--- config.mk ---
export PLATFORM = sky130hd
export DESIGN_NAME = ram2_arbiter
export DESIGN_NICKNAME = d
export VERILOG_FILES = /design/src/rtl/ram2_arbiter.sv
export SDC_FILE = /design/constraint.sdc
export NUM_CORES = 1
export LEC_CHECK = 0
export BUFFER_PORTS_ARGS = -buffer_cell sky130_fd_sc_hd__buf_2
export CORE_MARGIN = 4
export CORE_UTILIZATION = 48
export DETAILED_ROUTE_END_ITERATION = 7
export HOLD_SLACK_MARGIN = 0.15
export PLACE_DENSITY = 0.87
export SYNTH_ARGS = -nofsm -noshare
export SYNTH_HDL_FRONTEND = slang
export SYNTH_SLANG_ARGS = --single-unit
--- constraint.sdc ---
create_clock -name clk -period 3.2 [get_ports clk]
set_input_delay 0 -clock clk [delete_from_list [all_inputs] [get_ports clk]]
set_output_delay 0 -clock clk [all_outputs]
set_load 0.005 [all_outputs]
--- src/rtl/ram2_arbiter.sv ---
// rtl/ram2_arbiter.sv - RAM2 arbiter between instruction fetch and MEM-stage data access (option: RAM2_ARB_WPROTECT_EN)
module ram2_arbiter (
    input  logic        clk,
    input  logic        rst,
    input  logic        mem_req_i,
    input  logic        mem_we_i,
    input  logic [17:0] mem_addr_i,
    input  logic [15:0] mem_wdata_i,
    output logic [15:0] mem_rdata_o,
    output logic        mem_done_o,
    input  logic [15:0] if_pc_i,
    output logic [15:0] if_inst_o,
    output logic        if_valid_o,
    output logic        if_stall_o,
    output logic        is_RAM2_mem_o,
    output logic        isread_mem_o,
    output logic        iswrite_mem_o,
    output logic [17:0] addr_mem_o,
    output logic [15:0] data_mem_o,
    output logic [15:0] addr_if_o,
    input  logic [15:0] ram2res_i
);

    localparam logic [15:0] NOP_INST = 16'h0800;

    typedef enum logic {
        FETCH = 1'b0,
        MEM   = 1'b1
    } state_t;

    state_t      state_q, state_d;
    logic [15:0] mem_rdata_q, mem_rdata_d;
    logic        mem_done_q, mem_done_d;
    logic [15:0] if_inst_q, if_inst_d;
    logic        if_valid_q, if_valid_d;
    logic [17:0] lat_addr_q, lat_addr_d;
    logic [15:0] lat_wdata_q, lat_wdata_d;
    logic        lat_we_q, lat_we_d;
    logic        accept;
    logic        wr_blocked;

    // A request still high during its own done cycle must not be re-accepted.
    assign accept = (state_q == FETCH) && mem_req_i && !mem_done_q;

`ifdef RAM2_ARB_WPROTECT_EN
    // Writes into the lowest 16K words (program area) are suppressed on the bus.
    assign wr_blocked = lat_we_q && (lat_addr_q[17:14] == 4'h0);
`else
    assign wr_blocked = 1'b0;
`endif

    // Next-state and next-output computation for the fetch/mem FSM.
    always_comb begin
        state_d     = state_q;
        mem_rdata_d = mem_rdata_q;
        mem_done_d  = 1'b0;
        if_inst_d   = if_inst_q;
        if_valid_d  = if_valid_q;
        lat_addr_d  = lat_addr_q;
        lat_wdata_d = lat_wdata_q;
        lat_we_d    = lat_we_q;
        case (state_q)
            FETCH: begin
                if_inst_d  = ram2res_i;
                if_valid_d = 1'b1;
                if (accept) begin
                    lat_addr_d  = mem_addr_i;
                    lat_wdata_d = mem_wdata_i;
                    lat_we_d    = mem_we_i;
                    if_valid_d  = 1'b0;
                    state_d     = MEM;
                end
            end
            MEM: begin
                if_valid_d = 1'b0;
                mem_done_d = 1'b1;
                state_d    = FETCH;
                if (!lat_we_q) begin
                    mem_rdata_d = ram2res_i;
                end
            end
            default: state_d = FETCH;
        endcase
    end

    // State and registered outputs; reset aborts any access in flight.
    always_ff @(posedge clk or posedge rst) begin
        if (rst) begin
            state_q     <= FETCH;
            mem_rdata_q <= 16'h0000;
            mem_done_q  <= 1'b0;
            if_inst_q   <= NOP_INST;
            if_valid_q  <= 1'b0;
            lat_addr_q  <= 18'h0;
            lat_wdata_q <= 16'h0;
            lat_we_q    <= 1'b0;
        end else begin
            state_q     <= state_d;
            mem_rdata_q <= mem_rdata_d;
            mem_done_q  <= mem_done_d;
            if_inst_q   <= if_inst_d;
            if_valid_q  <= if_valid_d;
            lat_addr_q  <= lat_addr_d;
            lat_wdata_q <= lat_wdata_d;
            lat_we_q    <= lat_we_d;
        end
    end

    // Bus strobes come only from state decode and latched request fields.
    always_comb begin
        is_RAM2_mem_o = (state_q == MEM);
        iswrite_mem_o = (state_q == MEM) && lat_we_q && !wr_blocked;
        isread_mem_o  = (state_q == MEM) && !lat_we_q;
        if_stall_o    = (state_q == MEM) || accept;
    end

    assign addr_mem_o  = lat_addr_q;
    assign data_mem_o  = lat_wdata_q;
    assign addr_if_o   = if_pc_i;
    assign mem_rdata_o = mem_rdata_q;
    assign mem_done_o  = mem_done_q;
    assign if_inst_o   = if_inst_q;
    assign if_valid_o  = if_valid_q;

endmodule

==> metrics, run 1 <==
setup ws final 0.9483 ns; clock sinks 70; Ports 158; # port buffers 125; EDFF count, synth 0; Synth Net Count 239; P_int 1979 uW; endpoints failing setup 0; vias 2006; initial core utilization 49.36%; Reg area 1753 sq um; footprint of the multi-input gates 918.4 sq um; post-synthesis sequential area ratio 60.34%; post-DP HPWL 4174 um; CP startpoint kind register; vias in the first global route 2298; initial antenna violation count 0; synth warn 0; Sw Share 24.96%; Clk Latency, worst-skew pair 0.32 ns; NetSw 658.2 uW; status finished, final reports clean; Detailed Route WL 6792 um; f_max 444.1 MHz; Overall Global Routing Usage 19.30%; Synth top area share 59.43%; Post-synth top cells dfrtp_1, mux2_2, mux2_4, buf_4; clock network fraction of design power 27.3%; Setup TNS 0 ns; core box area 5886 sq um; syn avg cell area 17.19 sq um; Nets 422; max-slew violation count 0; Final Util 73.30%; Max IR drop VDD 0.3890 mV; # diodes 0; htree depth 3; cts bufs inserted 9; drt pass-1 iters 3; layout cells sized above 1 58.82%; placed insts 347; Max Cap Viol 0; DRT antenna net count 0; combinational power share 26.5%; crit path max fanout 23; crit path capture type register; grt ovf 0; most frequent cell after synthesis dfrtp_1; width of the die 85.80 um; WP data arrival 2.45 ns; Rel. slew slack 39.93%; Post-CTS Setup Inserts 0; RD Place Congestion 0.7041; pre-CTS setup slack 0.9230 ns; Worst Hold Class input port to asynchronous set/reset pin; Root Driver clkbuf_8; CTS tree built; die footprint 7362 sq um; Die H 85.80 um; Tcrit/Tclk final 70.37%; DR vias/cell 4.644; Netlist Area Pre-Place 2905 sq um; first-pass GRT wire length 11010 um; data required time at the worst endpoint 3.40 ns; number of synthesized register bits 70; total power 2637 uW; Filler cells 403; Rows 28; Seq pwr share 46.3%; Area growth, synth to finish 48.49%; Post-Layout Cell Count 432; Setup CP Type register to register; DRT iter0 DRCs 44; dominant synthesized flop cell dfrtp_1; synth unique cells 13; Area contributors post-synth dfrtp_1, mux2_4, mux2_2; Worst-Margin Slew 0.8998 ns; largest net degree at the start of global routing 46; CTS max path bufs 2; Layout Skew 0.007409 ns; Remaining DRCs 0; Syn Inst Count 169; P per Cell Area 611.2 nW/um^2; RSZ-0062 raised after global routing no; Async SR Flop Fraction 100.0%; final worst path period need 2.252 ns; Clk pin slew, worst setup/hold paths 0.07 ns; DR WL/cell 15.72 um; Synth area leader dfrtp_1; count of final hold-check violations 0; Leakage 0.002134 uW
## worst paths after layout
path	cells after the start	to	slack (ns)	startpoint
worst max-delay path	2	mem_rdata_o[0]	0.95	is_RAM2_mem_o
worst min-delay path	3	data_mem_o[4]	0.41	rst
worst max register to register	2	mem_rdata_o[0]	0.95	is_RAM2_mem_o
worst min register to register	1	if_inst_o[9]	0.50	if_inst_o[9]
max in group asynchronous	4	if_inst_o[11]	1.87	rst
min in group clk	3	if_valid_o	0.43	mem_req_i
## sequential cells by signal, indices dropped and copies added, names as in the netlist
name           count
addr_mem_o        18
data_mem_o        16
if_inst_o         16
mem_rdata_o       16
if_valid_o         1
is_RAM2_mem_o      1
lat_we_q           1
mem_done_o         1
## layer usage
| layer | track usage, % | vias to the layer above | part of all wire (%) |
|---|---|---|---|
| li1 | - | 930 | - |
| met4 | 7.482 | 0 | 2.1 |
| met5 | 0 | - | 0 |
| met2 | 34.04 | 89 | 52 |
| met3 | 4.707 | 14 | 6.9 |
| met1 | 22.67 | 973 | 39 |
## power by group through the flow
| stage | clock network (uW) | logic (uW) | registers, uW |
|---|---|---|---|
| after CTS | 745 | 704 | 1220 |
| after floorplan | 0 | 357 | 1240 |
| after global routing | 779 | 759 | 1250 |
| after detailed placement | 0 | 635 | 1230 |
| final | 719 | 697 | 1220 |
| after global placement | 0 | 614 | 1220 |
## worst max-delay path, cell delays in order, from the launching register on
cell,delay [ns]
dfrtp_1,0.93
nand2b_1,0.70
mux2_4,0.50
## cells in the final DEF (no fill, tap or decap), drive strengths merged
cell type / instances
inv: 3
a21o: 1
dfstp: 1
bufinv: 1
and2: 1
buf: 127
dfrtp: 69
a21oi: 1
dlygate4sd3: 69
clkbuf: 15
nor3b: 1
mux2: 67
nand2b: 1
## what timing repair did
action,4_1_cts,5_1_grt
hold buffers,69,0
resized for setup,0,0
endpoints found under the hold margin,128,0
## through the flow
stage / hold WS, ns / area [sq um]
after floorplan: 0.08082 / 2905
after global placement: 0.00003458 / 3417
after detailed placement: 0.00003458 / 3417
after CTS: 0.4160 / 4314
after global routing: 0.4352 / 4314
final: 0.4132 / 4314
## cell type report
class                           instances  share of cell area, %
Clock inverter                          1                 0.6961
Inverter                                3                 0.2610
Clock buffer                           15                  4.089
Tap cell                               75                  2.175
Sequential cell                        70                  40.63
Multi-Input combinational cell         72                  21.29
Timing Repair Buffer                  196                  30.86
## cell families after synthesis
family	synth area share, %
AO/OA/AOI/OAI	0.4306
buffers and inverters	8.269
flip-flops	60.34
multiplexers	30.10
AND/OR/NAND/NOR	0.8615
(Power assumes the default switching activity.)
==> run 2: changes to the inputs <==
--- a/config.mk
+++ b/config.mk
@@ -7,10 +7,10 @@
 export LEC_CHECK = 0
 export BUFFER_PORTS_ARGS = -buffer_cell sky130_fd_sc_hd__buf_2
 export CORE_MARGIN = 4
-export CORE_UTILIZATION = 48
+export CORE_UTILIZATION = 44
 export DETAILED_ROUTE_END_ITERATION = 7
 export HOLD_SLACK_MARGIN = 0.15
-export PLACE_DENSITY = 0.87
+export PLACE_DENSITY = 0.81
 export SYNTH_ARGS = -nofsm -noshare
 export SYNTH_HDL_FRONTEND = slang
 export SYNTH_SLANG_ARGS = --single-unit
==> constraint.sdc (replaced) <==
create_clock -name clk -period 2.33 [get_ports clk]
set_input_delay 0 -clock clk [delete_from_list [all_inputs] [get_ports clk]]
set_output_delay 0 -clock clk [all_outputs]
set_load 0.005 [all_outputs]
==> run 2 against run 1 <==
Compared with the run above:
- final cell count increased by 0.69%
- clock skew increased by 0.0043 ns
- critical path depth grew 1
- combinational power rose by 40%
- maximum frequency increased by 41%
- worst setup slack worse by 0.22 ns
- clock-buffer cell count is 5 lower
- register-to-register slack worse by 0.22 ns
- sequential power grew 37%
- via count grew 1.7%
- worst hold slack got worse by 0.069 ns
- global-route usage fell by 1.4 points
- largest power group unchanged
==> metrics, run 2 (synthesis gave the netlist of run 1 again) <==
drt pass-1 iters 3; Nets 424; CTS max path bufs 2; CP startpoint kind register; initial antenna violation count 0; vias 2041; first-pass GRT wire length 10630 um; Worst-Margin Slew 0.6694 ns; DRT antenna net count 0; pre-CTS setup slack 0.7074 ns; DRT iter0 DRCs 31; final worst path period need 1.601 ns; # port buffers 125; Rel. slew slack 55.31%; endpoints failing setup 0; Root Driver clkbuf_8; count of final hold-check violations 0; most frequent cells in the layout buf_2, dfrtp_1, dlygate4sd3_1, mux2_2, mux2_4; Max IR drop VDD 0.5742 mV; CTS tree built; Ports 158; DR WL/cell 16.07 um; clock sinks 70; Post-CTS Setup Inserts 0; Rows 29; crit path capture type register; grt ovf 0; cts bufs inserted 9; Layout Skew 0.01166 ns; Setup TNS 0 ns; Tcrit/Tclk final 68.73%; f_max 624.4 MHz; layout cells sized above 1 59.78%; # diodes 0; Clk Latency, worst-skew pair 0.33 ns; Setup CP Type register to register; die footprint 7967 sq um; total power 3703 uW; Overall Global Routing Usage 17.91%; worst path cell trace nor3b_4 -> buf_12 -> mux2_2; P per Cell Area 847.1 nW/um^2; Die H 89.26 um; Worst Hold Class input port to asynchronous set/reset pin; htree depth 3; Area growth, synth to finish 50.47%; family with the most delay on the worst path flip-flops; Leakage 0.002152 uW; R2R depth 3; max reg flops 18; Worst Path Buf+Inv 1; Max Cap Viol 0; Detailed Route WL 6992 um; core box area 6386 sq um; R2R Path Start is_RAM2_mem_o; max-slew violation count 0; RSZ-0062 raised after global routing no; post-DP HPWL 4206 um; DR vias/cell 4.692; slowest stage cell, crit path dfrtp_1; RD Place Congestion 0.7182; largest net degree at the start of global routing 40; vias in the first global route 2191; commonest non-fill, non-tap cell in the layout buf_2; width of the die 89.26 um; setup ws final 0.7286 ns; worst flop-to-flop path endpoint data_mem_o[10]; status finished, final reports clean; Remaining DRCs 0; initial core utilization 45.49%; crit path max fanout 36; reg2reg setup slack 0.73 ns; Clk pin slew, worst setup/hold paths 0.08 ns; CP max stage delay 0.53 ns; WP data arrival 1.81 ns; data required time at the worst endpoint 2.54 ns
==> run 2: cell types whose count changed in the layout (fill, tap and decap cells not counted), sizes merged <==
| cell | before | now |
|---|---|---|
| buf | 127 | 129 |
| bufinv | 1 | 2 |
| clkbuf | 15 | 10 |
| clkinvlp | 0 | 2 |
| clkinv | 0 | 1 |
==> run 2: report_power, final <==
group	internal [uW]	switching, uW
Combinational	634	342
Clock	628	428
Sequential	1510	164
Total	2770	934
==> run 2: worst register-to-register path, delay by kind of cell (launching register included) <==
family	cells	cell delay [ns]
buffers and inverters	1	0.29
flip-flops	1	0.53
AND/OR/NAND/NOR	1	0.29
multiplexers	1	0.39
==> run 2: what timing repair did <==
item | CTS | global route
endpoints found under the hold margin | 115 | 0
hold buffers | 69 | 0
gates resized for setup | 0 | 0
==> run 2: layer usage <==
layer | track usage (%) | routed length (um)
met4 | 8.660 | 146
met5 | 0 | 0
met2 | 31.48 | 3678
met3 | 4.424 | 617
met1 | 20.28 | 2550
==> run 2: how the worst max path moves through the flow <==
| stage | start | end | slack (ns) | cells after the start |
|---|---|---|---|---|
| after detailed placement | is_RAM2_mem_o | data_mem_o[9] | 0.71 | 3 |
| after floorplan | rst | addr_mem_o[0] | 0.56 | 1 |
| final | is_RAM2_mem_o | data_mem_o[10] | 0.73 | 3 |
| after global placement | is_RAM2_mem_o | data_mem_o[12] | 0.76 | 3 |
| after global routing | is_RAM2_mem_o | isread_mem_o | 0.63 | 4 |
| after CTS | is_RAM2_mem_o | data_mem_o[8] | 0.70 | 3 |
==> run 2: stage by stage <==
| step | util, % | area [sq um] | hold WS (ns) | cells |
|---|---|---|---|---|
| after floorplan | - | 2905 | 0.08082 | 169 |
| after global placement | 54.17 | 3460 | 0.00003806 | 351 |
| after detailed placement | 54.17 | 3460 | 0.00003806 | 351 |
| after CTS | 68.46 | 4372 | 0.3268 | 435 |
| after global routing | 68.46 | 4372 | 0.4153 | 435 |
| final | 68.46 | 4372 | 0.3443 | 435 |
==> run 2: cell type report <==
class	count	area, sq um
tap	77	96.34
clock inverter	5	83.83
sequential	70	1753
timing repair buffer	198	1371
fill	469	2014
clock buffer	10	137.6
inverter	3	11.26
multi-input combinational	72	918.4
